**src/rtl/sram_master_pkg.sv**
```systemverilog
// Shared encodings for the SRAM initiator: access sizes, FSM states and the
// alignment rule that decides whether a request touches the SRAM at all.
package sram_master_pkg;

    typedef enum logic [1:0] {
        SZ_BYTE = 2'd0,
        SZ_HALF = 2'd1,
        SZ_WORD = 2'd2,
        SZ_RSVD = 2'd3
    } size_e;

    typedef enum logic [2:0] {
        IDLE,
        READ,
        RD_WAIT,
        WRITE,
        RSP
    } state_e;

    // Reserved size or a half/word access not aligned to its own width.
    function automatic logic access_error(input size_e size, input logic [1:0] addr_lo);
        case (size)
            SZ_HALF: return addr_lo[0];
            SZ_WORD: return addr_lo != 2'b00;
            SZ_RSVD: return 1'b1;
            default: return 1'b0;
        endcase
    endfunction

endpackage

```
**src/rtl/sram_master_if.sv**
```systemverilog
// Request, response and SRAM-side signals of the initiator. The master modport
// is the initiator's view; the slave modport is the CPU stage plus SRAM.
interface sram_master_if #(
    parameter int SRAM_AW = 14,
    parameter int DATA_W  = 32
);
    logic              req_valid;
    logic              req_ready;
    logic              req_wr;
    logic [1:0]        req_size;
    logic              req_signed;
    logic [31:0]       req_addr;
    logic [DATA_W-1:0] req_wdata;

    logic              rsp_valid;
    logic              rsp_ready;
    logic [DATA_W-1:0] rsp_rdata;
    logic              rsp_err;

    logic               sram_en;
    logic [3:0]         sram_wen;
    logic [SRAM_AW-1:0] sram_addr;
    logic [DATA_W-1:0]  sram_wdata;
    logic [DATA_W-1:0]  sram_rdata;

    modport master (
        input  req_valid, req_wr, req_size, req_signed, req_addr, req_wdata,
        input  rsp_ready, sram_rdata,
        output req_ready, rsp_valid, rsp_rdata, rsp_err,
        output sram_en, sram_wen, sram_addr, sram_wdata
    );

    modport slave (
        output req_valid, req_wr, req_size, req_signed, req_addr, req_wdata,
        output rsp_ready, sram_rdata,
        input  req_ready, rsp_valid, rsp_rdata, rsp_err,
        input  sram_en, sram_wen, sram_addr, sram_wdata
    );

endinterface

```
**src/rtl/sram_lane_align.sv**
```systemverilog
// Little-endian lane handling: extracts and extends load data from a read word,
// and merges partial store data into a read word for read-modify-write.
module sram_lane_align
    import sram_master_pkg::*;
(
    input  size_e       size,
    input  logic        is_signed,
    input  logic [1:0]  addr_lo,
    input  logic [31:0] rdata,
    input  logic [31:0] wdata,
    output logic [31:0] load_data,
    output logic [31:0] merged_word
);

    logic [4:0]  shift;
    logic [7:0]  byte_val;
    logic [15:0] half_val;

    assign shift    = {addr_lo, 3'b000};
    assign byte_val = rdata[shift +: 8];
    assign half_val = addr_lo[1] ? rdata[31:16] : rdata[15:0];

    always_comb begin
        load_data = rdata;
        case (size)
            SZ_BYTE: load_data = {{24{is_signed & byte_val[7]}}, byte_val};
            SZ_HALF: load_data = {{16{is_signed & half_val[15]}}, half_val};
            default: load_data = rdata;
        endcase
    end

    always_comb begin
        merged_word = rdata;
        case (size)
            SZ_BYTE: merged_word[shift +: 8] = wdata[7:0];
            SZ_HALF: begin
                if (addr_lo[1])
                    merged_word[31:16] = wdata[15:0];
                else
                    merged_word[15:0] = wdata[15:0];
            end
            default: merged_word = wdata;
        endcase
    end

endmodule

```
**src/rtl/sram_master.sv**
```systemverilog
// Single-outstanding load/store initiator for the word-wide SRAM responder.
// Partial stores are read-modify-write because the responder writes whole words.
module sram_master
    import sram_master_pkg::*;
#(
    parameter int SRAM_AW = 14,
    parameter int DATA_W  = 32
) (
    input  logic          clk,
    input  logic          reset,
    sram_master_if.master bus
);

    state_e             state;
    state_e             next_state;
    logic               wr_q;
    logic               signed_q;
    size_e              size_q;
    logic [SRAM_AW-1:0] addr_q;
    logic [DATA_W-1:0]  wdata_q;
    logic [DATA_W-1:0]  rdata_q;
    logic               err_q;

    logic               req_err;
    logic [31:0]        load_data;
    logic [31:0]        merged_word;
    logic               unused_addr_bits;

    assign req_err          = access_error(size_e'(bus.req_size), bus.req_addr[1:0]);
    assign unused_addr_bits = ^bus.req_addr[31:SRAM_AW];

    assign bus.rsp_rdata = rdata_q;
    assign bus.rsp_err   = err_q;

    sram_lane_align u_align (
        .size        (size_q),
        .is_signed   (signed_q),
        .addr_lo     (addr_q[1:0]),
        .rdata       (bus.sram_rdata),
        .wdata       (wdata_q),
        .load_data   (load_data),
        .merged_word (merged_word)
    );

    always_ff @(posedge clk) begin
        if (reset)
            state <= IDLE;
        else
            state <= next_state;
    end

    always_comb begin
        next_state     = state;
        bus.req_ready  = 1'b0;
        bus.rsp_valid  = 1'b0;
        bus.sram_en    = 1'b0;
        bus.sram_wen   = 4'h0;
        bus.sram_addr  = '0;
        bus.sram_wdata = '0;
        case (state)
            IDLE: begin
                bus.req_ready = 1'b1;
                if (bus.req_valid) begin
                    if (req_err)
                        next_state = RSP;
                    else if (bus.req_wr && size_e'(bus.req_size) == SZ_WORD)
                        next_state = WRITE;
                    else
                        next_state = READ;
                end
            end
            READ: begin
                bus.sram_en   = 1'b1;
                bus.sram_addr = {addr_q[SRAM_AW-1:2], 2'b00};
                next_state    = RD_WAIT;
            end
            RD_WAIT: begin
                next_state = wr_q ? WRITE : RSP;
            end
            WRITE: begin
                bus.sram_en    = 1'b1;
                bus.sram_wen   = 4'hF;
                bus.sram_addr  = {addr_q[SRAM_AW-1:2], 2'b00};
                bus.sram_wdata = wdata_q;
                next_state     = RSP;
            end
            RSP: begin
                bus.rsp_valid = 1'b1;
                if (bus.rsp_ready)
                    next_state = IDLE;
            end
            default: next_state = IDLE;
        endcase
        // Reset masks the SRAM strobes at once so an in-flight write never lands.
        if (reset) begin
            bus.req_ready  = 1'b0;
            bus.rsp_valid  = 1'b0;
            bus.sram_en    = 1'b0;
            bus.sram_wen   = 4'h0;
            bus.sram_addr  = '0;
            bus.sram_wdata = '0;
        end
    end

    // wdata_q carries the store word and is overwritten by the merged word for RMW.
    always_ff @(posedge clk) begin
        if (reset) begin
            wr_q     <= 1'b0;
            signed_q <= 1'b0;
            size_q   <= SZ_BYTE;
            addr_q   <= '0;
            wdata_q  <= '0;
            rdata_q  <= '0;
            err_q    <= 1'b0;
        end else begin
            case (state)
                IDLE: begin
                    if (bus.req_valid) begin
                        wr_q     <= bus.req_wr;
                        signed_q <= bus.req_signed;
                        size_q   <= size_e'(bus.req_size);
                        addr_q   <= bus.req_addr[SRAM_AW-1:0];
                        wdata_q  <= bus.req_wdata;
                        rdata_q  <= '0;
                        err_q    <= req_err;
                    end
                end
                RD_WAIT: begin
                    if (wr_q)
                        wdata_q <= merged_word;
                    else
                        rdata_q <= load_data;
                end
                default: ;
            endcase
        end
    end

endmodule

```
**src/flat_wrapper.sv**
```systemverilog
// flat-port wrapper written by rule: the top's interface ports become plain ports
module sram_master_flat import sram_master_pkg::*;
#(
    parameter int SRAM_AW = 14,
    parameter int DATA_W  = 32
)
  (clk, reset, bus_req_valid, bus_req_wr, bus_req_size, bus_req_signed, bus_req_addr, bus_req_wdata, bus_rsp_ready, bus_sram_rdata, bus_req_ready, bus_rsp_valid, bus_rsp_rdata, bus_rsp_err, bus_sram_en, bus_sram_wen, bus_sram_addr, bus_sram_wdata);
  sram_master_if #(.SRAM_AW(SRAM_AW), .DATA_W(DATA_W)) bus_i ();
  input  logic clk;
  input  logic reset;
  input wire logic [$bits(bus_i.req_valid)-1:0] bus_req_valid;
  input wire logic [$bits(bus_i.req_wr)-1:0] bus_req_wr;
  input wire logic [$bits(bus_i.req_size)-1:0] bus_req_size;
  input wire logic [$bits(bus_i.req_signed)-1:0] bus_req_signed;
  input wire logic [$bits(bus_i.req_addr)-1:0] bus_req_addr;
  input wire logic [$bits(bus_i.req_wdata)-1:0] bus_req_wdata;
  input wire logic [$bits(bus_i.rsp_ready)-1:0] bus_rsp_ready;
  input wire logic [$bits(bus_i.sram_rdata)-1:0] bus_sram_rdata;
  output wire logic [$bits(bus_i.req_ready)-1:0] bus_req_ready;
  output wire logic [$bits(bus_i.rsp_valid)-1:0] bus_rsp_valid;
  output wire logic [$bits(bus_i.rsp_rdata)-1:0] bus_rsp_rdata;
  output wire logic [$bits(bus_i.rsp_err)-1:0] bus_rsp_err;
  output wire logic [$bits(bus_i.sram_en)-1:0] bus_sram_en;
  output wire logic [$bits(bus_i.sram_wen)-1:0] bus_sram_wen;
  output wire logic [$bits(bus_i.sram_addr)-1:0] bus_sram_addr;
  output wire logic [$bits(bus_i.sram_wdata)-1:0] bus_sram_wdata;
  assign bus_i.req_valid = bus_req_valid;
  assign bus_i.req_wr = bus_req_wr;
  assign bus_i.req_size = bus_req_size;
  assign bus_i.req_signed = bus_req_signed;
  assign bus_i.req_addr = bus_req_addr;
  assign bus_i.req_wdata = bus_req_wdata;
  assign bus_i.rsp_ready = bus_rsp_ready;
  assign bus_i.sram_rdata = bus_sram_rdata;
  assign bus_req_ready = bus_i.req_ready;
  assign bus_rsp_valid = bus_i.rsp_valid;
  assign bus_rsp_rdata = bus_i.rsp_rdata;
  assign bus_rsp_err = bus_i.rsp_err;
  assign bus_sram_en = bus_i.sram_en;
  assign bus_sram_wen = bus_i.sram_wen;
  assign bus_sram_addr = bus_i.sram_addr;
  assign bus_sram_wdata = bus_i.sram_wdata;
  sram_master #(.SRAM_AW(SRAM_AW), .DATA_W(DATA_W)) u_core (.clk(clk), .reset(reset), .bus(bus_i));
endmodule
```
**config.mk**
```make
export PLATFORM = sky130hd
export DESIGN_NAME = sram_master_flat
export DESIGN_NICKNAME = d
export VERILOG_FILES = /design/src/rtl/sram_master_pkg.sv /design/src/rtl/sram_master_if.sv /design/src/rtl/sram_lane_align.sv /design/src/rtl/sram_master.sv /design/src/flat_wrapper.sv
export SDC_FILE = /design/constraint.sdc
export NUM_CORES = 1
export LEC_CHECK = 0
export BUFFER_PORTS_ARGS = -buffer_cell sky130_fd_sc_hd__buf_2
export CORE_MARGIN = 4
export CORE_UTILIZATION = 45
export DETAILED_ROUTE_END_ITERATION = 8
export HOLD_SLACK_MARGIN = 0.1
export PLACE_DENSITY_LB_ADDON = 0.05
export SLEW_MARGIN = 30
export SYNTH_ARGS = -nofsm -noshare
export SYNTH_HDL_FRONTEND = slang
export SYNTH_SLANG_ARGS = --single-unit
```
**constraint.sdc**
```tcl
create_clock -name clk -period 2 [get_ports clk]
set_input_delay 0.1 -clock clk [delete_from_list [all_inputs] [get_ports clk]]
set_output_delay 0.1 -clock clk [all_outputs]
set_load 0.01 [all_outputs]
```
==> metrics.md <==
| Metric | Value |
|---|---|
| Worst Tran Pin Value | between 0.7 and 0.8 ns |
| # diodes | 0 |
| Post-Route WL | 17030 um |
| Number of synthesized flops with an enable pin | 0 |
| Leak | 3.135 nW |
| Mapped Cells | 560 |
| Worst hold path class | in -> reg |
| Fin cells | 927 |
| Post-synth top flop | dfxtp_1 |
| Final setup margin | just over 0.1 ns |
| Post-synthesis sequential area ratio | ~34% |
| Sink Count | 86 |
| 1st-iter DRT viols | ~420 |
| Overflow after GRT | 0 |
| Synth-to-Final Area Change | 38.22% |
| Ports | 190 |
| Failing checks | design-rule violations |
| Synth Cell Area | around 5000 um2 |
| Final HPWL DP | 12140 um |
| ANT nets after route | 0 |
| Max Cap Viol | 0 |
| Flop pwr share | 47.2% |
| Placed cell count | 842 |
| Pin count of the biggest net entering global routing | 60 |
| TritonCTS clock tree | yes |
| Nets | 891 |
| Drt drc | 1 |
| Core Util, Final | 63.82% |
| Total CTS buffers | 9 |
| Root Driver | clkbuf_8 |
| Via density | 5.648 |
| Reg2Reg Depth | 7 |
| GRT Total Usage | 26.28% |
| Core Area | 10840 um2 |
| Port buffer count | 169 |
| H-Tree Depth | 3 |
| Die width | 113.5 um |
| Status | complete, but fails checks |
| Final Wtd Congestion | 0.9140 |
| Global-route wire length before repair | 26840 um |
| Antenna violations before repair | 0 |
| DIE HEIGHT | ~110 um |
| Starting density of the core | a little under half |
| Net Switching | 1.291 mW |
| FF+latch count, synth | 86 |
| CP endpoint kind | register |
| Synth warnings | 0 |
| Critical path type | reg -> reg |
| Setup-failing EPs final | 0 |
| Post-route minimum period | ~1.9 ns |
| Number of global-route vias before repair | between 5000 and 6000 |
| CP Max Fanout | 8 |
| Sum Neg Setup Slack | 0 ns |
| Worst Path Required | 2.28 ns |
| Hold Vio Cnt, Final | 0 |
| Post-synthesis average cell area | about 8.9 um2 |
| Final Max Tran Viols | 0 |
| Worst relative slew slack | about half |
| CP startpoint kind | register |
| Maximum buffer depth of the clock tree | 2 |
| First-pass DRT Iterations | 9 |
| Layout cell share with drive strength beyond 1 | 32.53% |
| Worst Skew | 0.01843 ns |
| Clock transition at path regs | 0.08 ns |
| Routed WL per cell | 18.37 um |
| Place WS | 0.002531 ns |
| Peak Freq | 527.3 MHz |
| Standard-cell row count | 38 |
| Hold Slack | 0.1175 ns |
| Switching share of power | 31.83% |
| Int Pwr | between 2 and 3 mW |
| VDD IR max | 0.0004342 V |
| Worst-skew pair later-pin latency | 0.38 ns |
| Part of the cycle the worst path needs | between 90 and 100% |
| Yosys cell types | 55 |
| Async set or reset register ratio after synthesis | 0% |
| P per Cell Area | 586.5 nW/um2 |
| CP Data Arrival Time | 2.17 ns |
| Die area | 12870 um2 |
| Clk network pwr share | 27.0% |
| Gate power share | 25.8% |
| Worst Hold Depth | 4 |
| DR vias | roughly 5200 |
state kept, by name (all words and copies together), names as in the netlist:
register and cells:
u_core.addr_q 14, u_core.state 3, u_core.signed_q 1, u_core.bus.rsp_err 1, u_core.bus.rsp_rdata 32, u_core.wr_q 1, u_core.size_q 2, u_core.wdata_q 32
synthesized netlist by cell type, drive strengths merged, types with 2 or more instances:
master,number,area [um2]
a211o,16,140.1
or3b,2,20.02
o2bb2ai,11,96.34
a21oi,25,125.1
a211oi,14,105.1
mux2,7,78.83
nor2,25,96.35
a21o,2,15.01
o21ai,13,76.32
dfxtp,86,1722
a311oi,16,240.2
buf,28,188.9
a22oi,2,15.01
a221oi,20,175.2
a22o,2,17.52
clkbuf,27,105.1
nand2,59,224.0
and3b,2,17.52
and3,16,100.1
mux2i,27,270.3
a32o,9,90.09
a221o,24,240.2
nor3b,2,15.01
o21bai,8,60.06
nor3,7,50.05
ha,5,62.56
nand2b,19,118.9
nor4bb,2,20.02
nor2b,2,12.51
a31oi,2,12.51
nand3,5,25.02
and2,40,250.2
inv,19,71.32
a222oi,5,50.05
critical path, stage by stage (launching register included):
cell and delay [ns]:
dfxtp_2 0.35, inv_2 0.07, ha_4 0.30, nor4bb_4 0.27, buf_4 0.19, a221oi_1 0.08, a211o_1 0.30, a311oi_2 0.24
cell type report:
class | count | area, um2
fill | 970 | 3923
clock inverter | 5 | 33.78
multi-input combinational | 401 | 2992
timing repair buffer | 265 | 1790
inverter | 19 | 71.32
sequential | 86 | 1724
tap | 140 | 175.2
clock buffer | 11 | 131.4
final timing paths:
kind	startpoint	to	slack (ns)
max	u_core.addr_q[1]	u_core.wdata_q[21]	0.10
min	bus_req_wdata[3]	u_core.wdata_q[3]	0.12
max reg2reg	u_core.addr_q[1]	u_core.wdata_q[21]	0.10
min reg2reg	u_core.addr_q[8]	u_core.addr_q[8]	0.46
cells in the final DEF, fill, tap and decap left out, drive strengths merged, types with 5 or more instances in the layout:
cell | netlist | routed
mux2i | 27 | 27
and2 | 40 | 40
buf | 28 | 197
inv | 19 | 20
o2bb2ai | 11 | 11
dlygate4sd3 | 0 | 68
a32o | 9 | 9
a222oi | 5 | 5
nor2 | 25 | 25
a211o | 16 | 16
and3 | 16 | 16
a21oi | 25 | 25
nand2b | 19 | 19
a221oi | 20 | 20
a311oi | 16 | 16
o21ai | 13 | 13
o21bai | 8 | 8
a221o | 24 | 24
a211oi | 14 | 14
ha | 5 | 5
nand3 | 5 | 5
mux2 | 7 | 7
nand2 | 59 | 59
clkbuf | 27 | 11
nor3 | 7 | 7
dfxtp | 86 | 86
power by group through the flow:
stage / Combinational [mW] / Clock [mW] / Sequential [mW]
final: 1.05 / 1.10 / 1.91
after global routing: 1.14 / 1.20 / 1.93
after CTS: 1.01 / 1.12 / 1.91
after detailed placement: 0.907 / 0 / 1.95
after global placement: 0.889 / 0 / 1.95
after floorplan: 0.603 / 0 / 1.92
through the flow:
stage	power (mW)	area (um2)
global route	4.274	6918
global placement	2.838	6005
detailed placement	2.860	6005
finish	4.057	6918
floorplan	2.523	5020
CTS	4.042	6863
logic make-up after synthesis:
kind of cell	after synthesis	synth area share, %
flops	86	34.40
simple gates	187	19.83
compound gates	172	29.72
other cells	1	0.07493
fa+ha+maj	5	1.250
buf+inv	74	7.300
mux	35	7.425
routing by layer:
| metal | global-route usage, % | wire (um) | up-vias |
|---|---|---|---|
| met5 | 0 | 0 | - |
| met4 | 9.615 | 510 | 0 |
| met3 | 5.836 | 1170 | 42 |
| met2 | 44.95 | 8311 | 199 |
| met1 | 32.35 | 7032 | 2460 |
| li1 | - | - | 2535 |
repair_timing:
item | CTS | global route
pin swaps | 1 | 1
setup buffers | 1 | 0
hold endpoints to repair | 68 | 0
hold buffers | 68 | 0
cloned | 0 | 0
gates resized for setup | 2 | 9
endpoints found under the setup margin | 42 | 16
(Power assumes the default switching activity.)
